**config.mk**
```make
export PLATFORM = sky130hd
export DESIGN_NAME = cmsdk_apb4_eg_slave_ws
export DESIGN_NICKNAME = d
export VERILOG_FILES = /design/src/rtl/cmsdk_apb4_eg_slave_ws_pkg.sv /design/src/rtl/cmsdk_apb4_eg_slave_ws_fsm.sv /design/src/rtl/cmsdk_apb4_eg_slave_ws.sv
export SDC_FILE = /design/constraint.sdc
export NUM_CORES = 1
export LEC_CHECK = 0
export CORE_UTILIZATION = 60
export CTS_BUF_LIST = sky130_fd_sc_hd__clkbuf_8
export CTS_CLUSTER_SIZE = 24
export DETAILED_ROUTE_END_ITERATION = 7
export PLACE_DENSITY = 0.8
export SLEW_MARGIN = 20
export SYNTH_ARGS = -nofsm -noshare
export SYNTH_HDL_FRONTEND = slang
export SYNTH_SLANG_ARGS = --single-unit
```
**constraint.sdc**
```tcl
create_clock -name PCLK -period 3.2 [get_ports PCLK]
set_clock_uncertainty 0.1 [all_clocks]
set_input_delay 0.64 -clock PCLK [delete_from_list [all_inputs] [get_ports PCLK]]
set_output_delay 0.64 -clock PCLK [all_outputs]
set_load 0.005 [all_outputs]
```
**src/rtl/cmsdk_apb4_eg_slave_ws_pkg.sv**
```systemverilog
// cmsdk_apb4_eg_slave_ws_pkg
//   Shared definitions for the APB4 wait-state example slave:
//   - register byte offsets and their word indices (PADDR[11:2])
//   - ID register low byte
//   - CTRL / STATUS field positions
//   - IDLE/ACCESS state encoding
package cmsdk_apb4_eg_slave_ws_pkg;

  localparam logic [11:0] DATA_BASE_OFS = 12'h000;
  localparam logic [11:0] CTRL_OFS      = 12'hF00;
  localparam logic [11:0] STATUS_OFS    = 12'hF04;
  localparam logic [11:0] ID_OFS        = 12'hFE0;

  localparam logic [9:0]  DATA_BASE_IDX = DATA_BASE_OFS[11:2];
  localparam logic [9:0]  CTRL_IDX      = CTRL_OFS[11:2];
  localparam logic [9:0]  STATUS_IDX    = STATUS_OFS[11:2];
  localparam logic [9:0]  ID_IDX        = ID_OFS[11:2];

  localparam logic [7:0]  ID_LOW_BYTE   = 8'hA5;

  localparam int CTRL_WAIT_LSB      = 0;
  localparam int CTRL_WAIT_W        = 4;
  localparam int CTRL_ERREN_BIT     = 8;
  localparam int STATUS_ERRFLAG_BIT = 0;
  localparam int STATUS_ERRCNT_LSB  = 8;
  localparam int STATUS_ERRCNT_W    = 8;

  typedef enum logic {
    ST_IDLE   = 1'b0,
    ST_ACCESS = 1'b1
  } state_e;

endpackage

```
**src/rtl/cmsdk_apb4_eg_slave_ws_fsm.sv**
```systemverilog
// cmsdk_apb4_eg_slave_ws_fsm
//   IDLE/ACCESS transfer sequencer with programmable wait counter. Captures
//   the transfer attributes in the setup cycle and flags the completing
//   access cycle to the register bank.
// Ports:
//   clk, rst_n        clock, asynchronous active-low reset
//   psel, penable     APB phase controls
//   pwrite, pidx      direction and word index (PADDR[11:2])
//   pwdata, pstrb     write data and byte strobes
//   ppriv             privileged access (PPROT[0], or 1 when not configured)
//   wait_cfg          CTRL.WAIT, sampled at setup
//   pready            APB PREADY
//   complete          completing access cycle (commit / respond this cycle)
//   xfer_*            attributes captured at setup
module cmsdk_apb4_eg_slave_ws_fsm
  import cmsdk_apb4_eg_slave_ws_pkg::*;
(
  input  logic        clk,
  input  logic        rst_n,
  input  logic        psel,
  input  logic        penable,
  input  logic        pwrite,
  input  logic [9:0]  pidx,
  input  logic [31:0] pwdata,
  input  logic [3:0]  pstrb,
  input  logic        ppriv,
  input  logic [3:0]  wait_cfg,
  output logic        pready,
  output logic        complete,
  output logic        xfer_write,
  output logic [9:0]  xfer_idx,
  output logic [31:0] xfer_wdata,
  output logic [3:0]  xfer_strb,
  output logic        xfer_priv
);

  state_e      state_q, state_d;
  logic [3:0]  cnt_q, cnt_d;
  logic        write_q;
  logic [9:0]  idx_q;
  logic [31:0] wdata_q;
  logic [3:0]  strb_q;
  logic        priv_q;
  logic        capture;
  logic        setup;

  assign setup = psel & ~penable;

  always_comb begin
    state_d  = state_q;
    cnt_d    = cnt_q;
    pready   = 1'b1;
    complete = 1'b0;
    capture  = 1'b0;
    unique case (state_q)
      ST_IDLE: begin
        if (setup) begin
          capture = 1'b1;
        end
      end
      ST_ACCESS: begin
        pready = (cnt_q == 4'd0);
        if (!psel) begin
          // Master abandoned the transfer: drop it silently.
          state_d = ST_IDLE;
        end else if (cnt_q != 4'd0) begin
          cnt_d = cnt_q - 4'd1;
        end else begin
          complete = 1'b1;
          state_d  = ST_IDLE;
          if (setup) begin
            capture = 1'b1;
          end
        end
      end
      default: state_d = ST_IDLE;
    endcase
    if (capture) begin
      state_d = ST_ACCESS;
      cnt_d   = wait_cfg;
    end
  end

  always_ff @(posedge clk or negedge rst_n) begin
    if (!rst_n) begin
      state_q <= ST_IDLE;
      cnt_q   <= 4'd0;
    end else begin
      state_q <= state_d;
      cnt_q   <= cnt_d;
    end
  end

  // Transfer attributes are only consumed while complete=1, so they carry no reset.
  always_ff @(posedge clk) begin
    if (capture) begin
      write_q <= pwrite;
      idx_q   <= pidx;
      wdata_q <= pwdata;
      strb_q  <= pstrb;
      priv_q  <= ppriv;
    end
  end

  assign xfer_write = write_q;
  assign xfer_idx   = idx_q;
  assign xfer_wdata = wdata_q;
  assign xfer_strb  = strb_q;
  assign xfer_priv  = priv_q;

endmodule

```
**src/rtl/cmsdk_apb4_eg_slave_ws.sv**
```systemverilog
// cmsdk_apb4_eg_slave_ws
//   APB4 example slave: NUMREGS x 32-bit data registers, CTRL (wait states,
//   error enable), STATUS (sticky error flag + saturating error count), ID.
//   Optional macro CMSDK_APB4_EG_SLAVE_PPROT_EN adds the PPROT port; then
//   unprivileged writes to CTRL/STATUS are dropped and counted as errors.
// Ports:
//   PCLK, PRESETn                 clock, asynchronous active-low reset
//   PSEL, PADDR, PENABLE, PWRITE  APB4 request
//   PWDATA, PSTRB                 write data, byte strobes
//   PPROT                         protection (only with the macro defined)
//   ECOREVNUM                     ECO revision, reflected in ID
//   PRDATA, PREADY, PSLVERR       APB4 response
module cmsdk_apb4_eg_slave_ws
  import cmsdk_apb4_eg_slave_ws_pkg::*;
#(
  parameter int ADDRWIDTH = 12,
  parameter int NUMREGS   = 8
) (
  input  logic                 PCLK,
  input  logic                 PRESETn,
  input  logic                 PSEL,
  input  logic [ADDRWIDTH-1:0] PADDR,
  input  logic                 PENABLE,
  input  logic                 PWRITE,
  input  logic [31:0]          PWDATA,
  input  logic [3:0]           PSTRB,
`ifdef CMSDK_APB4_EG_SLAVE_PPROT_EN
  input  logic [2:0]           PPROT,
`endif
  input  logic [3:0]           ECOREVNUM,
  output logic [31:0]          PRDATA,
  output logic                 PREADY,
  output logic                 PSLVERR
);

  logic        ppriv;
  logic        complete;
  logic        xfer_write;
  logic [9:0]  xfer_idx;
  logic [31:0] xfer_wdata;
  logic [3:0]  xfer_strb;
  logic        xfer_priv;

  logic [31:0] data_q [NUMREGS];
  logic [31:0] data_d [NUMREGS];
  logic [CTRL_WAIT_W-1:0]     wait_q, wait_d;
  logic                       erren_q, erren_d;
  logic                       errflag_q, errflag_d;
  logic [STATUS_ERRCNT_W-1:0] errcnt_q, errcnt_d;

  logic        is_data, is_ctrl, is_status, is_id;
  logic        priv_viol, err_event, wr_ok;
  logic [31:0] rd_mux;

  logic unused_addr;
  generate
    if (ADDRWIDTH > 12) begin : g_wide_addr
      assign unused_addr = ^{PADDR[ADDRWIDTH-1:12], PADDR[1:0]};
    end else begin : g_narrow_addr
      assign unused_addr = ^PADDR[1:0];
    end
  endgenerate

`ifdef CMSDK_APB4_EG_SLAVE_PPROT_EN
  logic unused_pprot;
  assign unused_pprot = ^PPROT[2:1];
  assign ppriv        = PPROT[0];
`else
  assign ppriv = 1'b1;
`endif

  function automatic logic [STATUS_ERRCNT_W-1:0] sat_inc(input logic [STATUS_ERRCNT_W-1:0] v);
    return (v == '1) ? v : v + 1'b1;
  endfunction

  cmsdk_apb4_eg_slave_ws_fsm u_fsm (
    .clk        (PCLK),
    .rst_n      (PRESETn),
    .psel       (PSEL),
    .penable    (PENABLE),
    .pwrite     (PWRITE),
    .pidx       (PADDR[11:2]),
    .pwdata     (PWDATA),
    .pstrb      (PSTRB),
    .ppriv      (ppriv),
    .wait_cfg   (wait_q),
    .pready     (PREADY),
    .complete   (complete),
    .xfer_write (xfer_write),
    .xfer_idx   (xfer_idx),
    .xfer_wdata (xfer_wdata),
    .xfer_strb  (xfer_strb),
    .xfer_priv  (xfer_priv)
  );

  // Decode is done on the captured index, so it is stable across wait states.
  assign is_data   = (xfer_idx >= DATA_BASE_IDX) && (xfer_idx < 10'(NUMREGS));
  assign is_ctrl   = (xfer_idx == CTRL_IDX);
  assign is_status = (xfer_idx == STATUS_IDX);
  assign is_id     = (xfer_idx == ID_IDX);

  assign priv_viol = xfer_write & (is_ctrl | is_status) & ~xfer_priv;
  assign err_event = ~(is_data | is_ctrl | is_status | is_id)
                   | (xfer_write & is_id)
                   | priv_viol;
  assign wr_ok     = complete & xfer_write & ~err_event;

  always_comb begin
    rd_mux = 32'h0;
    for (int i = 0; i < NUMREGS; i++) begin
      if (xfer_idx == 10'(i)) rd_mux = data_q[i];
    end
    if (is_ctrl) begin
      rd_mux[CTRL_WAIT_LSB +: CTRL_WAIT_W] = wait_q;
      rd_mux[CTRL_ERREN_BIT]               = erren_q;
    end
    if (is_status) begin
      rd_mux[STATUS_ERRFLAG_BIT]                    = errflag_q;
      rd_mux[STATUS_ERRCNT_LSB +: STATUS_ERRCNT_W] = errcnt_q;
    end
    if (is_id) rd_mux = {20'h0, ECOREVNUM, ID_LOW_BYTE};
  end

  assign PRDATA  = (complete & ~xfer_write) ? rd_mux : 32'h0;
  assign PSLVERR = complete & err_event & erren_q;

  always_comb begin
    data_d    = data_q;
    wait_d    = wait_q;
    erren_d   = erren_q;
    errflag_d = errflag_q;
    errcnt_d  = errcnt_q;
    if (wr_ok) begin
      for (int i = 0; i < NUMREGS; i++) begin
        if (xfer_idx == 10'(i)) begin
          for (int b = 0; b < 4; b++) begin
            if (xfer_strb[b]) data_d[i][8*b +: 8] = xfer_wdata[8*b +: 8];
          end
        end
      end
      if (is_ctrl) begin
        if (xfer_strb[0]) wait_d  = xfer_wdata[CTRL_WAIT_LSB +: CTRL_WAIT_W];
        if (xfer_strb[1]) erren_d = xfer_wdata[CTRL_ERREN_BIT];
      end
      if (is_status && xfer_strb[0] && xfer_wdata[STATUS_ERRFLAG_BIT]) begin
        errflag_d = 1'b0;
        errcnt_d  = '0;
      end
    end
    // A STATUS clear is never itself an error, so the two updates cannot collide.
    if (complete && err_event) begin
      errflag_d = 1'b1;
      errcnt_d  = sat_inc(errcnt_q);
    end
  end

  always_ff @(posedge PCLK or negedge PRESETn) begin
    if (!PRESETn) begin
      for (int i = 0; i < NUMREGS; i++) data_q[i] <= 32'h0;
      wait_q    <= '0;
      erren_q   <= 1'b1;
      errflag_q <= 1'b0;
      errcnt_q  <= '0;
    end else begin
      data_q    <= data_d;
      wait_q    <= wait_d;
      erren_q   <= erren_d;
      errflag_q <= errflag_d;
      errcnt_q  <= errcnt_d;
    end
  end

endmodule

```
# --- Word-level counts from Yosys, hierarchy flattened ---
# Index checks and enable logic that the tools add are counted.
word_totals:
  register_bits: 322
  latch_bits: 0
  mem_bits_rw: 0
  rom_bits: 0
  out_inout_bits: 34
  n_memories: 0
classes:
  n_addsub: 2
  mul: 0
  div_mod_pow: 0
  magnitude_cmp: 2
  eq_ne: 12
  shifts: 0
  n_mux: 37
  bitwise: 16
  reduce_logical: 49
ops:
  columns: ["op", "n"]
  rows:
  - ["2-to-1 mux 32 bit", 10]
  - ["AND reduction 3 bit", 36]
  - ["== test 10 x 3 -> 1 bit, second input constant", 4]
  - ["2-to-1 mux 8 bit", 5]
  - ["== test 10 bit, second input constant", 3]
  - ["== test 10 x 2 -> 1 bit, second input constant", 2]
  - ["2-to-1 mux 4 bit", 5]
  - ["2-to-1 mux 1 bit", 16]
  - ["== test 10 x 1 -> 1 bit, second input constant", 1]
  - [">= comparator 10 x 1 -> 1 bit, second input constant", 1]
  - ["zero test 10 bit", 1]
  - ["less-than comparator 10 x 4 -> 1 bit, second input constant", 1]
  - ["nonzero test 2 bit", 5]
  - ["adder 8 x 1 -> 8 bit, second input constant", 1]
  - ["== test 8 bit, second input constant", 1]
  - ["bitwise AND 1 bit", 7]
  - ["NOT 1 bit", 5]
  - ["logical AND 1 bit", 4]
  - ["zero test 4 bit", 1]
  - ["bitwise OR 1 bit", 4]
  - ["nonzero test 4 bit", 1]
  - ["subtractor 4 x 1 -> 4 bit, second input constant", 1]
  - ["inequality test 2 bit, second input constant", 1]
  - ["one-hot mux 1 bit (2 select lines)", 1]
  - ["AND reduction 2 bit", 1]

# --- Depth between registers and ports, before layout ---
logic_depth:
  ltp_word: 13
  ltp_mapped: 9
  depth_no_buf: 7

# --- By module ---
# Synthesis repeated with hierarchy kept, for this count alone.
hier_totals:
  hier_cells: 1109
  hier_area_um2: 14656.6
modules_own_cells:
  columns: ["module", "instances", "cells_per_inst", "area_per_inst_um2"]
  rows:
  - ["cmsdk_apb4_eg_slave_ws", 1, 1024, 12878.6]
  - ["cmsdk_apb4_eg_slave_ws_fsm", 1, 85, 1778.0]

# --- Least setup slack after synthesis ---
# Ideal clock, no wire load.
synth_timing:
  path_type: "register -> output"
  startpoint: "register u_fsm.idx_q[9], in the netlist u_fsm.xfer_idx[9]"
  endpoint: "output PRDATA[10]"
  arrival_ns: 2.315
  setup_slack_ns: 0.145
  stages_incl_launch_ff: 8
  path_cell_list: "edfxtp_1 -> or4_1 -> clkbuf_1 -> or3_1 -> buf_2 -> buf_1 -> o41ai_1 -> o221a_2"
synth_via:
  elab_chain_cells: 12
  elab_cells_between_ends: 21
synth_rtl:
  columns: ["item", "line_no", "text"]
  rows:
  - ["start, declared", "cmsdk_apb4_eg_slave_ws_fsm.sv:40", "logic [9:0] idx_q;"]
  - ["start signal, assigned", "cmsdk_apb4_eg_slave_ws_fsm.sv:98", "idx_q <= pidx;"]
  - ["zero test 10 bit", "cmsdk_apb4_eg_slave_ws.sv:111", "if (xfer_idx == 10'(i)) rd_mux = data_q[i];"]
  - ["2-to-1 mux 32 bit (8 in series)", "cmsdk_apb4_eg_slave_ws.sv:111", null]
  - ["2-to-1 mux 8 bit", "cmsdk_apb4_eg_slave_ws.sv:117", "if (is_status) begin"]
  - ["2-to-1 mux 32 bit *", "cmsdk_apb4_eg_slave_ws.sv:121", "if (is_id) rd_mux = {20'h0, ECOREVNUM, ID_LOW_BYTE};"]
  - ["2-to-1 mux 32 bit *", "cmsdk_apb4_eg_slave_ws.sv:124", "assign PRDATA = (complete & ~xfer_write) ? rd_mux : 32'h0;"]
  - ["end, declared", "cmsdk_apb4_eg_slave_ws.sv:31", "output logic [31:0] PRDATA,"]
# Every way passes the cells marked *; elsewhere a longest branch is shown, timed or not.

# --- Worst setup path in the final report ---
layout_timing:
  startpoint: "register u_fsm.idx_q[7], in the netlist u_fsm.xfer_idx[7]"
  endpoint: "output PRDATA[3]"
layout_via:
  elab_chain_cells: 12
  elab_cells_between_ends: 21
layout_rtl:
  columns: ["item", "line_no", "text"]
  rows:
  - ["zero test 10 bit", "cmsdk_apb4_eg_slave_ws.sv:111", null]
  - ["2-to-1 mux 32 bit (8 in series)", "cmsdk_apb4_eg_slave_ws.sv:111", null]
  - ["2-to-1 mux 4 bit", "cmsdk_apb4_eg_slave_ws.sv:113", "if (is_ctrl) begin"]
  - ["2-to-1 mux 32 bit *", "cmsdk_apb4_eg_slave_ws.sv:121", null]
  - ["2-to-1 mux 32 bit *", "cmsdk_apb4_eg_slave_ws.sv:124", null]
# Marked as above.

==> impl_metrics.yaml <==
worst_setup_path:
  r2r-end: "data_q[216]"
  arrival_ps: 3010
  worstSetupStartpoint: "u_fsm.xfer_idx[7]"
  crit_fanout: 4
  endpoint_kind: "output port"
  r2r_slack_ps: -40
  r2r_start: "u_fsm.xfer_idx[7]"
  start_kind: "flip-flop"
  worst_ep_required_time_ps: 2460
  critPathKind: "flip-flop to output port"
  worstSetupEndpoint: "PRDATA[3]"
  rr_worst_depth: 10
die:
  fp.dieW_um: 159
  die_y_um: 159
  core_area_um2: 24200
  dieArea_um2: 25300
  initial_core_util: 0.609
  fp-row-count: 57
  boundaryPins: 91
pwr:
  intPower_mw: 6.60
  pwr-share-comb: 0.097
  peakVddDrop_mv: 0.354
  switching_share: 0.265
  leakage_nw: 9.25
  powerDensity_nw_per_um2: 457
  p_seq_frac: 0.492
  power.share.clock: 0.411
  p_sw_mw: 2.38
yosys:
  ys_seq_elements: 322
  synthSimpleGateAreaFrac: 0.0787
  synth_edf_count: 47
  synthMuxAreaShare: 0.257
  synth_ff_type: "dfrtp_1"
  synth_top_area_share: 0.464
  synthXorXnorAreaFrac: 0.00119
  postSynthAreaPerCell_um2: 13.6
  synth_top_family_by_area: "multiplexers"
  syn_inst: 1084
  ys_seq_area_frac: 0.561
  synth.distinct_cells: 72
  synth-compound-area-share: 0.0809
  synth_nets: 1143
  syn_area_um2: 14800
  synth_top_area_cell: "dfrtp_1"
  synth_fa_ha_area_frac: 0.00169
  synth_warnings: 0
  yosys-top-cells-area: "dfrtp_1, mux2_2, edfxtp_1, mux4_2, a21oi_1"
  async_reset_ff_frac: 0.854
timing:
  timing.fmax_mhz: 267
  rsz0062_at_grt: "yes"
  fin_tns_setup_ps: -12440
  relSlewSlack: 0.545
  min_period_over_period: 1.17
  final.setup.worst_slack_ps: -550
  setup_violations: 44
  maxSlewViolCount: 0
  holdWs_ps: 402
  tightest_slew_ps: 682
  hold_viol: 0
  fin_crit_ps: 3750
placement:
  io_buffers: 88
  dp_hpwl_um: 25000
  gp_congestion: 0.892
status:
  status: "finished, violations left"
  violations: "setup timing"
routing:
  vias: 11500
  via_per_inst: 6.65
  first_pass_iters: 7
  ant_nets: 0
  first_iter_violations: 1362
  wirelength_um: 46500
  drc: 0
  routedWlPerCell_um: 26.8
min_path:
  hold_class: "flip-flop to flip-flop"
finish:
  fill_cells: 1248
  diodes: 0
  multi_input_comb_area_um2: 7050
  layout-drive-gt1-share: 0.532
  finalNetCount: 1427
  syn_to_final_growth_pct: 33.0
  seq_area_um2: 8290
clocking:
  htreeDepth: 2
  cts-buffers-inserted: 52
  cts-root-buf: "clkbuf_8"
  worstSkewPairLatency_ps: 620
  cts.clk_slew.worst_paths_ps: 70
  tritoncts: "built"
  cts.sinks: 322
  clockBufferDepth: 3
job:
  drv_cap: 0
global_routing:
  grt_first_pass_wirelength_um: 68000
  grt_max_degree: 80
  grt_usage: 0.351
  grt_pass1_vias: 11900
  antenna_found_initial: 0
  grt_overflow: 0
routing by layer:
metal | track usage | routed length (µm)
met2 | 0.575 | 22500
met4 | 0.174 | 2610
met1 | 0.444 | 17500
met5 | 0 | 0
met3 | 0.0805 | 3900
critical path, stage by stage, from the launching register on:
cell and delay, ps:
edfxtp_1 430, or4_4 520, buf_4 160, buf_6 140
nor3_4 230, buf_6 170, buf_4 110, buf_6 100
a31oi_4 100, o2bb2ai_2 150, a21oi_2 140, buf_2 130
per-stage QoR:
stage               cells  setup WS [ps]   util  power [mW]  area [µm²]
floorplan            1084            145      -        4.74       14800
global placement     1561           -404  0.700        5.10       17000
detailed placement   1561           -475  0.700        5.12       17000
CTS                  1719           -337  0.796        8.85       19300
global route         1735           -566  0.811        9.26       19700
finish               1735           -550  0.811        8.98       19700
registers in the layout, summed over array words and instances, names as in the netlist:
name and count:
data_q 256, errcnt_q 8, erren_q 1, errflag_q 1, u_fsm.cnt_q 4, u_fsm.state_q 1, u_fsm.xfer_idx 10, u_fsm.xfer_strb 4
u_fsm.xfer_wdata 32, u_fsm.xfer_write 1, wait_q 4
worst min path at each step:
| stage | start | endpoint | slack, ps | depth (start not counted) |
|---|---|---|---|---|
| 6_report | data_q[185] | data_q[185] | 400 | 1 |
| 5_1_grt | data_q[121] | data_q[121] | 410 | 1 |
| 4_1_cts | data_q[190] | data_q[190] | 400 | 1 |
| 3_5_place_dp | data_q[190] | data_q[190] | 380 | 1 |
| 3_3_place_gp | data_q[190] | data_q[190] | 370 | 1 |
| 2_1_floorplan | PRESETn | data_q[0] | 240 | 0 |
cells in the mapped netlist, types with 5 or more instances:
master	number
a211oi_1	5
a21oi_1	39
a31oi_1	6
a32oi_1	13
and2_1	7
and3_1	7
buf_1	7
clkbuf_1	38
dfrtp_1	274
edfxtp_1	47
inv_1	20
mux2_1	5
mux2_2	262
mux2i_1	18
mux4_2	27
nand2_1	39
nand2_2	16
nand2b_1	7
nand3_1	9
nand4_1	7
nor2_1	42
nor2b_1	5
nor3_1	22
o21ai_0	24
o221a_2	5
o221ai_1	5
o22ai_1	14
o2bb2ai_1	5
o31ai_1	9
or3_1	7
or4_1	10
cells in the final DEF (no fill, tap or decap), types with 17 or more instances in the layout:
cell,count
buf_4,125
buf_12,27
o21ai_0,20
nand2_2,17
clkdlybuf4s50_1,54
buf_2,32
nand2_1,34
mux4_2,27
clkbuf_8,70
nor2_1,31
mux2_2,262
buf_6,29
inv_1,35
dfrtp_1,274
mux2i_1,17
edfxtp_1,47
a21oi_1,29
power groups by stage:
stage                     Sequential [mW]  Combinational, mW  Clock, mW
after global placement               4.47              0.630          0
after CTS                            4.40              0.802       3.65
after global routing                 4.42              0.940       3.90
after floorplan                      4.42              0.320          0
final                                4.42              0.875       3.69
after detailed placement             4.47              0.651          0
cells by family after synthesis:
group,count (synthesis)
xor gates and xnor gates,2
and+or+nand+nor,205
AOI/OAI and AO/OA,169
buffers and inverters,72
muxes,312
DFF,322
adders and majority gates,2
cell type report:
type | instances | area share
flip-flops and latches | 322 | 0.422
inverters | 21 | 0.00414
clock inverters | 27 | 0.00649
repair buffers | 281 | 0.139
multi-input cells | 690 | 0.359
clock buffers | 70 | 0.0490
well taps | 324 | 0.0206
timing repair:
action	CTS	global route
pin swaps	72	47
gates cloned	3	1
setup endpoints to repair	34	138
hold buffers	1	0
setup buffers	60	21
hold endpoints to repair	75	0
gates resized for setup	307	48
No activity file was read; power rests on OpenSTA's default activity.
